$ cat src/rtl/cpu_seq_pkg.sv
// Shared types and helpers for the multi-cycle CPU control sequencer.
// Holds the state encoding, the latched instruction class and the
// wait-counter width helper shared by the top and its counter.
package cpu_seq_pkg;

    // Sequencer states; the numeric codes are visible on state_o.
    typedef enum logic [2:0] {
        ST_IDLE   = 3'd0,
        ST_FETCH  = 3'd1,
        ST_DECODE = 3'd2,
        ST_EXEC   = 3'd3,
        ST_MEM    = 3'd4,
        ST_WB     = 3'd5,
        ST_HALT   = 3'd6
    } seq_state_e;

    // Instruction class captured in DECODE and used for the rest of the instruction.
    typedef enum logic [2:0] {
        CLS_NOP   = 3'd0,
        CLS_ALU   = 3'd1,
        CLS_LOAD  = 3'd2,
        CLS_STORE = 3'd3,
        CLS_HALT  = 3'd4
    } instr_class_e;

    localparam int IMEM_WAIT_DEFAULT = 1;
    localparam int MEM_WAIT_DEFAULT  = 1;

    // Width needed to hold the longest wait (count runs from wait-1 down to 0).
    function automatic int wait_cnt_width(input int imem_wait, input int mem_wait);
        int longest;
        longest = (imem_wait > mem_wait) ? imem_wait : mem_wait;
        return $clog2(longest + 1);
    endfunction

    localparam int WAIT_CNT_W_DEFAULT = wait_cnt_width(IMEM_WAIT_DEFAULT, MEM_WAIT_DEFAULT);

    // Halt wins over everything; a store wins over a load when both are flagged.
    function automatic instr_class_e classify(input logic halt, input logic memwrite,
                                              input logic memread, input logic regwrite);
        instr_class_e cls;
        if (halt)
            cls = CLS_HALT;
        else if (memwrite)
            cls = CLS_STORE;
        else if (memread)
            cls = CLS_LOAD;
        else if (regwrite)
            cls = CLS_ALU;
        else
            cls = CLS_NOP;
        return cls;
    endfunction

endpackage

$ cat src/rtl/cpu_sequencer_wait_counter.sv
// Loadable down-counter timing the multi-cycle FETCH and MEM phases.
// A phase of N cycles is loaded with N-1 and ends when the count reaches 0.
module seq_wait_counter #(
    parameter int W = 1
) (
    input  logic         clk,
    input  logic         reset,
    input  logic         load,
    input  logic [W-1:0] load_val,
    input  logic         dec,
    output logic [W-1:0] count,
    output logic         is_last
);

    logic [W-1:0] count_q;
    logic [W-1:0] count_d;

    // Load has priority over decrement; the count never goes below zero.
    always_comb begin
        count_d = count_q;
        if (load)
            count_d = load_val;
        else if (dec && (count_q != '0))
            count_d = count_q - W'(1);
    end

    // Counter register with synchronous active-low clear.
    always_ff @(posedge clk) begin
        if (!reset)
            count_q <= '0;
        else
            count_q <= count_d;
    end

    assign count   = count_q;
    assign is_last = (count_q == '0);

endmodule

$ cat src/rtl/cpu_sequencer.sv
// Multi-cycle control sequencer: walks each instruction through
// FETCH/DECODE/EXEC/MEM/WB and issues one-cycle strobes to the datapath.
// Optional single-step support is enabled with `define CPU_SEQ_SINGLE_STEP_EN.
// Strobes are Moore outputs with no handshake: each is high for exactly the
// cycle in which the datapath element must act.
module cpu_sequencer
    import cpu_seq_pkg::*;
#(
    parameter int IMEM_WAIT = 1,
    parameter int MEM_WAIT  = 1,
    parameter int RETIRE_W  = 16
) (
    input  logic                clk,
    input  logic                reset,
    input  logic                run,
`ifdef CPU_SEQ_SINGLE_STEP_EN
    input  logic                step_mode,
    input  logic                step,
`endif
    input  logic                dec_regwrite,
    input  logic                dec_memwrite,
    input  logic                dec_memread,
    input  logic                dec_halt,
    output logic                ir_load,
    output logic                pc_en,
    output logic                rf_we,
    output logic                dm_we,
    output logic                busy,
    output logic                halted,
    output logic [2:0]          state_o,
    output logic [RETIRE_W-1:0] retired
);

    localparam int WAIT_W = wait_cnt_width(IMEM_WAIT, MEM_WAIT);
    localparam logic [WAIT_W-1:0] FETCH_LOAD = WAIT_W'(IMEM_WAIT - 1);
    localparam logic [WAIT_W-1:0] MEM_LOAD   = WAIT_W'(MEM_WAIT - 1);

    seq_state_e          state_q, state_d;
    instr_class_e        cls_q, cls_d;
    logic [RETIRE_W-1:0] retired_q, retired_d;

    logic              cnt_load;
    logic [WAIT_W-1:0] cnt_load_val;
    logic              cnt_dec;
    logic [WAIT_W-1:0] cnt_val;
    logic              cnt_last;

    logic start_req;
    logic step_hold;
    logic ir_load_s, pc_en_s, rf_we_s, dm_we_s;

`ifdef CPU_SEQ_SINGLE_STEP_EN
    assign start_req = run | step;
    assign step_hold = step_mode;
`else
    assign start_req = run;
    assign step_hold = 1'b0;
`endif

    seq_wait_counter #(.W(WAIT_W)) u_wait (
        .clk      (clk),
        .reset    (reset),
        .load     (cnt_load),
        .load_val (cnt_load_val),
        .dec      (cnt_dec),
        .count    (cnt_val),
        .is_last  (cnt_last)
    );

    // Next-state, class latch, counter control and Moore strobes.
    always_comb begin
        state_d      = state_q;
        cls_d        = cls_q;
        cnt_load     = 1'b0;
        cnt_load_val = FETCH_LOAD;
        cnt_dec      = 1'b0;
        ir_load_s    = 1'b0;
        pc_en_s      = 1'b0;
        rf_we_s      = 1'b0;
        dm_we_s      = 1'b0;
        case (state_q)
            ST_IDLE: begin
                if (start_req) begin
                    state_d  = ST_FETCH;
                    cnt_load = 1'b1;
                end
            end
            ST_FETCH: begin
                if (cnt_last) begin
                    ir_load_s = 1'b1;
                    state_d   = ST_DECODE;
                end else begin
                    cnt_dec = 1'b1;
                end
            end
            ST_DECODE: begin
                cls_d   = classify(dec_halt, dec_memwrite, dec_memread, dec_regwrite);
                state_d = (cls_d == CLS_HALT) ? ST_HALT : ST_EXEC;
            end
            ST_EXEC: begin
                case (cls_q)
                    CLS_LOAD, CLS_STORE: begin
                        state_d      = ST_MEM;
                        cnt_load     = 1'b1;
                        cnt_load_val = MEM_LOAD;
                    end
                    CLS_ALU: state_d = ST_WB;
                    default: begin
                        pc_en_s  = 1'b1;
                        state_d  = step_hold ? ST_IDLE : ST_FETCH;
                        cnt_load = 1'b1;
                    end
                endcase
            end
            ST_MEM: begin
                // The write fires once, on entry, however long the memory takes.
                dm_we_s = (cls_q == CLS_STORE) && (cnt_val == MEM_LOAD);
                if (cnt_last) begin
                    if (cls_q == CLS_STORE) begin
                        pc_en_s  = 1'b1;
                        state_d  = step_hold ? ST_IDLE : ST_FETCH;
                        cnt_load = 1'b1;
                    end else begin
                        state_d = ST_WB;
                    end
                end else begin
                    cnt_dec = 1'b1;
                end
            end
            ST_WB: begin
                rf_we_s  = 1'b1;
                pc_en_s  = 1'b1;
                state_d  = step_hold ? ST_IDLE : ST_FETCH;
                cnt_load = 1'b1;
            end
            ST_HALT: state_d = ST_HALT;
            default: state_d = ST_IDLE;
        endcase
        retired_d = retired_q + RETIRE_W'(pc_en_s);
    end

    // State, class and retired-count registers with synchronous active-low reset.
    always_ff @(posedge clk) begin
        if (!reset) begin
            state_q   <= ST_IDLE;
            cls_q     <= CLS_NOP;
            retired_q <= '0;
        end else begin
            state_q   <= state_d;
            cls_q     <= cls_d;
            retired_q <= retired_d;
        end
    end

    // Write enables are cut while reset is low so a reset mid-MEM/WB blocks the write.
    assign ir_load = ir_load_s;
    assign pc_en   = pc_en_s;
    assign rf_we   = rf_we_s & reset;
    assign dm_we   = dm_we_s & reset;
    assign busy    = (state_q != ST_IDLE) && (state_q != ST_HALT);
    assign halted  = (state_q == ST_HALT);
    assign state_o = state_q;
    assign retired = retired_q;

endmodule

$ cat config.mk
export PLATFORM = sky130hd
export DESIGN_NAME = cpu_sequencer
export DESIGN_NICKNAME = d
export VERILOG_FILES = /design/src/rtl/cpu_seq_pkg.sv /design/src/rtl/cpu_sequencer_wait_counter.sv /design/src/rtl/cpu_sequencer.sv
export SDC_FILE = /design/constraint.sdc
export NUM_CORES = 1
export LEC_CHECK = 0
export BUFFER_PORTS_ARGS = -buffer_cell sky130_fd_sc_hd__buf_2
export CORE_MARGIN = 2
export CORE_UTILIZATION = 36
export DETAILED_ROUTE_END_ITERATION = 12
export SLEW_MARGIN = 40
export SYNTH_ARGS = -nofsm -noshare
export SYNTH_HDL_FRONTEND = slang
export SYNTH_SLANG_ARGS = --single-unit
$ cat constraint.sdc
create_clock -name clk -period 1.91 [get_ports clk]
set_input_delay 0.382 -clock clk [delete_from_list [all_inputs] [get_ports clk]]
set_output_delay 0.382 -clock clk [all_outputs]
set_load 0.01 [all_outputs]
==> impl_metrics.json, run 1 <==
{
  "status": "finished clean",
  "wl_met1_mm": 1.38,
  "ys_warn_count": 0,
  "drv_slew": 0,
  "syn-num-nets": 154,
  "grt_usage": 0.150,
  "startpoint": "u_wait.count",
  "num_io_pins": 32,
  "yosys.area.top_type": "dfxtp_1",
  "drt_iter0_markers": 37,
  "vias": 1176,
  "min_period_ns": 1.85,
  "vdd_ir_drop_max_mv": 0.282,
  "cts_hold_buf": 0,
  "synth_edf_count": 0,
  "hpwl_mm": 2.10,
  "startpoint_type": "flip-flop",
  "top_layer": "met4",
  "setup_viol_count_final": 0,
  "fillers": 328,
  "antenna_left": 0,
  "dieArea_sq_um": 3860,
  "gp_congestion": 0.778,
  "syn_area_per_cell_sq_um": 8.45,
  "worstPathArrival_ns": 1.47,
  "synth_commonest_cells": "23 x dfxtp_1, 17 x nand2_1, 12 x a21oi_1, 8 x nand2b_1",
  "seq_area_frac_synth": 0.379,
  "maxCapViolCount": 0,
  "wl_per_cell_um": 12.2,
  "syn_area_sq_um": 1220,
  "maxSlewHeadroom": 0.742,
  "clkTransAtPathRegs_ns": 0.13,
  "routed-wl-met3_um": 116,
  "cts_buffers": 3,
  "initial_utilization": 0.370,
  "ys_ff_latch": 23,
  "critical_path_class": "flip-flop to output port",
  "dr.pass1.iters": 4,
  "powerDensity_nw_per_um2": 627,
  "hold_viol_final": 0,
  "critPathTopFamily": "buffers and inverters",
  "clock_sinks": 23,
  "worstReg2RegStart": "u_wait.count",
  "diodes": 0,
  "cts-root-buf": "clkbuf_4",
  "clkLatencyLatePin_ns": 0.31,
  "fin_skew_ns": 0.00447,
  "synth_top_area_frac": 0.379,
  "area_growth_pct": 37.7,
  "nets": 198,
  "p_leak_nw": 0.686,
  "port_buffers": 31,
  "critical_path_buf_inv_count": 3,
  "crit_path_max_incr_delay_ns": 0.34,
  "routed_wl_mm": 2.84,
  "holdWs_ns": 0.328,
  "drive_above_1_share": 0.406,
  "yosysMostFrequentCell": "dfxtp_1",
  "finalCritPeriodShare": 0.968,
  "p_total_w": 0.00105,
  "cts.path.max_buffers": 2,
  "vias_per_cell": 5.05,
  "drc": 0,
  "grt_pass1_wl_mm": 4.75,
  "async_flop_share": 0,
  "synthCells": 144,
  "coreArea_sq_um": 3280,
  "cts_tree": "yes",
  "rrSetupSlack_ns": 0.09,
  "hold_class": "input port to flip-flop",
  "first_global_vias": 1072,
  "worst_path_max_delay_cell": "dfxtp_2",
  "hp-start": "run",
  "antenna_found_initial": 0,
  "yosys-top-cells-area": "dfxtp_1 38%, nand2_1 5.2%, a21oi_1 4.9%, mux2i_1 4.9%, nand2b_1 4.1%",
  "timing.fmax_mhz": 541,
  "cp_common_cell": "buf_4",
  "path_cells": "nand4bb_4 -> buf_4 -> buf_4 -> nor3_1 -> buf_2",
  "synthDistinctLibCells": 37,
  "synthFlopType": "dfxtp_1",
  "die_h_um": 62.1,
  "tightest_slew_ns": 0.383,
  "crit_fanout": 2,
  "dr_wl_met2_mm": 1.32,
  "grt_max_degree": 16,
  "dieWidth_um": 62.1,
  "num_rows": 21,
  "cp-end-kind": "output port",
  "grt-ovfl-total": 0,
  "crit_required_ns": 1.53,
  "htreeDepth": 1
}
==> where the power goes <==
part,internal [W],leakage (nW),switching [W],total [W]
combinational,0.000142,0.482,0.000141,0.000283
clock,0.0000815,0.0150,0.000151,0.000232
sequential,0.000505,0.189,0.0000301,0.000535
==> routing by layer <==
metal,vias up,GRT usage
li1,607,-
met1,545,0.197
met2,22,0.247
met3,2,0.0344
met4,0,0.0417
met5,-,0
==> stage by stage <==
step	cells	setup TNS, ns	util	area, sq um	setup WS [ns]
global placement	226	0	0.469	1540	0.0284
finish	233	0	0.510	1670	0.0604
detailed placement	226	-0.104	0.469	1540	-0.0483
CTS	231	-0.0860	0.483	1590	-0.0307
floorplan	144	-0.0488	-	1290	-0.0281
global route	233	-0.0443	0.510	1670	-0.0317
==> sequential cells by signal, indices dropped and copies added, names as in the netlist <==
signal / count
cls_q: 3
u_wait.count: 1
state_o: 3
retired: 16
==> cells by family after synthesis <==
logic type,Yosys count,synth area share
compound gates,27,0.142
xor+xnor,3,0.0216
fa+ha+maj,3,0.0309
buf+inv,13,0.0473
flops,23,0.379
mux,6,0.0494
simple gates,69,0.330
==> layout by cell type (no fill, tap or decap), types with 4 or more instances in the layout <==
master	synthesis	final
or3_1	4	4
buf_2	1	31
buf_4	0	15
nand2_1	17	15
or4_1	4	4
mux2i_1	6	6
inv_1	6	5
a21oi_1	12	11
nand2b_1	8	7
nand3_1	6	6
dfxtp_1	23	16
nor2_1	6	5
o31ai_1	4	4
dfxtp_2	0	7
==> worst register-to-register path: stages, from the launching register on <==
cell and delay [ns]:
dfxtp_2 0.34, nand4bb_4 0.24, nand2b_4 0.10, o2bb2ai_4 0.12, ha_4 0.18, ha_4 0.15, inv_4 0.05, or4_1 0.46
a21oi_1 0.13
==> worst paths after layout <==
path / end / cells after the start
worst max register to register: retired[8] / 8
worst max-delay path: dm_we / 5
worst min-delay path: u_wait.count / 3
worst min register to register: retired[15] / 2
==> area by class of cell <==
class / count / area (sq um) / area share
tap: 46 / 57.6 / 0.0344
timing repair buffer: 46 / 268 / 0.160
inverter: 6 / 25.0 / 0.0149
multi-input combinational: 108 / 828 / 0.495
sequential: 23 / 469 / 0.280
clock buffer: 4 / 26.3 / 0.0157
==> repair_timing <==
action / 4_1_cts / 5_1_grt
pin swaps: 1 / 5
endpoints found under the setup margin: 7 / 12
setup buffers: 1 / 2
gates resized for setup: 4 / 13
gates cloned: 0 / 0
Power figures use the tool's default switching activity.
==> run 2: changes to the inputs <==
--- a/config.mk
+++ b/config.mk
@@ -12,4 +12,5 @@
 export SLEW_MARGIN = 40
 export SYNTH_ARGS = -nofsm -noshare
 export SYNTH_HDL_FRONTEND = slang
+export SYNTH_HIERARCHICAL = 1
 export SYNTH_SLANG_ARGS = --single-unit
==> impl_metrics.json, run 2 <==
{
  "cts_buffers": 3,
  "synthFlopType": "dfxtp_1",
  "startpoint": "cls_q[2]",
  "num_io_pins": 32,
  "drt_iter0_markers": 72,
  "async_flop_share": 0,
  "synthCells": 148,
  "diodes": 0,
  "place_inst": 228,
  "synthDistinctLibCells": 41,
  "yosysMostFrequentCell": "dfxtp_1",
  "yosys.area.top_type": "dfxtp_1",
  "post-place-ws_ns": -0.0478,
  "clkTransAtPathRegs_ns": 0.13,
  "die_h_um": 61.5,
  "critical_path_class": "flip-flop to flip-flop",
  "powerDensity_nw_per_um2": 608,
  "hold_class": "input port to flip-flop",
  "grt_usage": 0.172,
  "cp-end-kind": "flip-flop",
  "crit_required_ns": 2.17,
  "crit_fanout": 5,
  "antenna_found_initial": 0,
  "grt_pass1_wl_mm": 4.97,
  "maxCapViolCount": 0,
  "switching_share": 0.302,
  "seq_area_frac_synth": 0.387,
  "cts_hold_buf": 0,
  "gp_congestion": 0.845,
  "ys_ff_latch": 23,
  "rsz0062_at_grt": "yes",
  "cts.path.max_buffers": 2,
  "placed_area_sq_um": 1490,
  "startpoint_type": "flip-flop",
  "antenna_left": 0,
  "vias": 1252,
  "hp-start": "reset",
  "seqPwrFrac": 0.513,
  "setup_viol_count_final": 0,
  "hpwl_mm": 2.18,
  "grt_busiest_layer": "met2",
  "grt-ovfl-total": 0,
  "worst_path_max_delay_cell": "or3_2",
  "num_rows": 20,
  "vdd_ir_drop_max_mv": 0.413,
  "drv_slew": 0,
  "p_sw_w": 0.000304,
  "final_area_sq_um": 1660,
  "setup_slack_ns": 0.0236,
  "drc": 0,
  "largest_register_ffs": 16,
  "nets": 205,
  "finalCritPeriodShare": 0.988,
  "pwr-share-clk": 0.232,
  "syn_area_per_cell_sq_um": 8.05,
  "dr.pass1.iters": 4,
  "hold_viol_final": 0,
  "syn_area_sq_um": 1190,
  "reg2reg_depth": 8,
  "met2_usage": 0.331,
  "ys_warn_count": 6,
  "worstPathArrival_ns": 2.15,
  "clkLatencyLatePin_ns": 0.32,
  "stdcell_count": 239,
  "timing.fmax_mhz": 530,
  "cts-root-buf": "clkbuf_4",
  "first_global_vias": 1189,
  "synth_top_area_frac": 0.387,
  "dieWidth_um": 61.5,
  "layout_common_cells": "31 x buf_2, 20 x nor2_1, 18 x dfxtp_1",
  "crit_path_max_incr_delay_ns": 0.44,
  "p_leak_nw": 0.702,
  "port_buffers": 31,
  "htreeDepth": 1,
  "dieArea_sq_um": 3780,
  "met1_usage": 0.190,
  "clock_sinks": 23,
  "synth_commonest_cells": "23 x dfxtp_1, 20 x nor2_1, 10 x a21oi_1, 9 x nand2_1",
  "yosys-top-cells-area": "dfxtp_1 39%, nor2_1 6.3%, xnor2_1 5.9%, a21oi_1 4.2%, nand3_1 3.4%",
  "path_cells": "and3b_1 -> a21oi_1 -> o22ai_2 -> ha_4 -> ha_4 -> nand2_1 -> or3_2 -> a21oi_1",
  "cts_tree": "yes",
  "wl_per_cell_um": 13.0,
  "power_frac_comb": 0.256,
  "routed_wl_mm": 3.10,
  "drive_above_1_share": 0.379,
  "area_growth_pct": 39.1,
  "intPower_w": 0.000703,
  "final_common_cell": "buf_2",
  "syn-num-nets": 157,
  "fin_skew_ns": 0.00468,
  "worstReg2RegStart": "cls_q[2]",
  "final_core_util": 0.534,
  "vias_per_cell": 5.24,
  "whs_path_depth": 2,
  "grt_max_degree": 15,
  "coreArea_sq_um": 3100,
  "status": "finished clean",
  "initial_utilization": 0.384,
  "synth_edf_count": 0,
  "grt_use_met3": 0.0399,
  "min_period_ns": 1.89
}
-- run 2: critical path, delay by kind of cell, from the launching register on --
kind | cells | cell delay, ns
simple gates | 3 | 0.79
fa+ha+maj | 2 | 0.32
flops | 1 | 0.33
compound gates | 3 | 0.37
-- run 2: cell type report --
class                           count  area [sq um]
Inverter                            7          30.0
Clock buffer                        3          22.5
Clock inverter                      1          5.00
Fill cell                         313          1450
Tap cell                           44          55.1
Timing Repair Buffer               48           290
Multi-Input combinational cell    113           782
Sequential cell                    23           472
-- run 2: power groups by stage --
stage / combinational (W) / sequential [W] / clock (W)
detailed placement: 0.000200 / 0.000523 / 0
CTS: 0.000205 / 0.000513 / 0.000240
floorplan: 0.000133 / 0.000528 / 0
global route: 0.000283 / 0.000519 / 0.000265
global placement: 0.000199 / 0.000522 / 0
finish: 0.000258 / 0.000516 / 0.000233
-- run 2: what timing repair did --
item | 4_1_cts | 5_1_grt
setup endpoints to repair | 5 | 10
resized for setup | 4 | 12
pin swaps | 1 | 2
buffers inserted | 1 | 6
-- run 2: cell families (layout without fill, tap and decap cells) --
kind of cell | Yosys count | in the layout | share of synthesized area
compound gates | 26 | 26 | 0.140
xor+xnor | 11 | 11 | 0.0809
fa+ha+maj | 2 | 2 | 0.0210
buf+inv | 12 | 59 | 0.0378
flops | 23 | 23 | 0.387
mux | 1 | 1 | 0.00840
other cells | 1 | 1 | 0.00315
simple gates | 72 | 72 | 0.322
-- run 2: path summary, 6_finish.rpt --
kind / to / slack, ns
worst max register to register: retired[6] / 0.02
worst min register to register: cls_q[0] / 0.48
worst min-delay path: state_o[0] / 0.34
worst max-delay path: retired[6] / 0.02
-- run 2: routing by layer --
metal,wire [um],vias to the layer above,part of all wire
met5,0,-,0
met4,24,0,0.0077
met3,160,4,0.052
met2,1680,44,0.54
li1,-,616,-
met1,1230,588,0.40
-- run 2: metrics by stage --
stage / hold slack, ns / total power [W] / TNS (ns)
2_1_floorplan: 0.449 / 0.000662 / -0.244
3_3_place_gp: 0.466 / 0.000721 / 0
3_5_place_dp: 0.478 / 0.000723 / -0.0676
4_1_cts: 0.328 / 0.000957 / -0.0238
5_1_grt: 0.323 / 0.00107 / -0.311
6_report: 0.339 / 0.00101 / 0
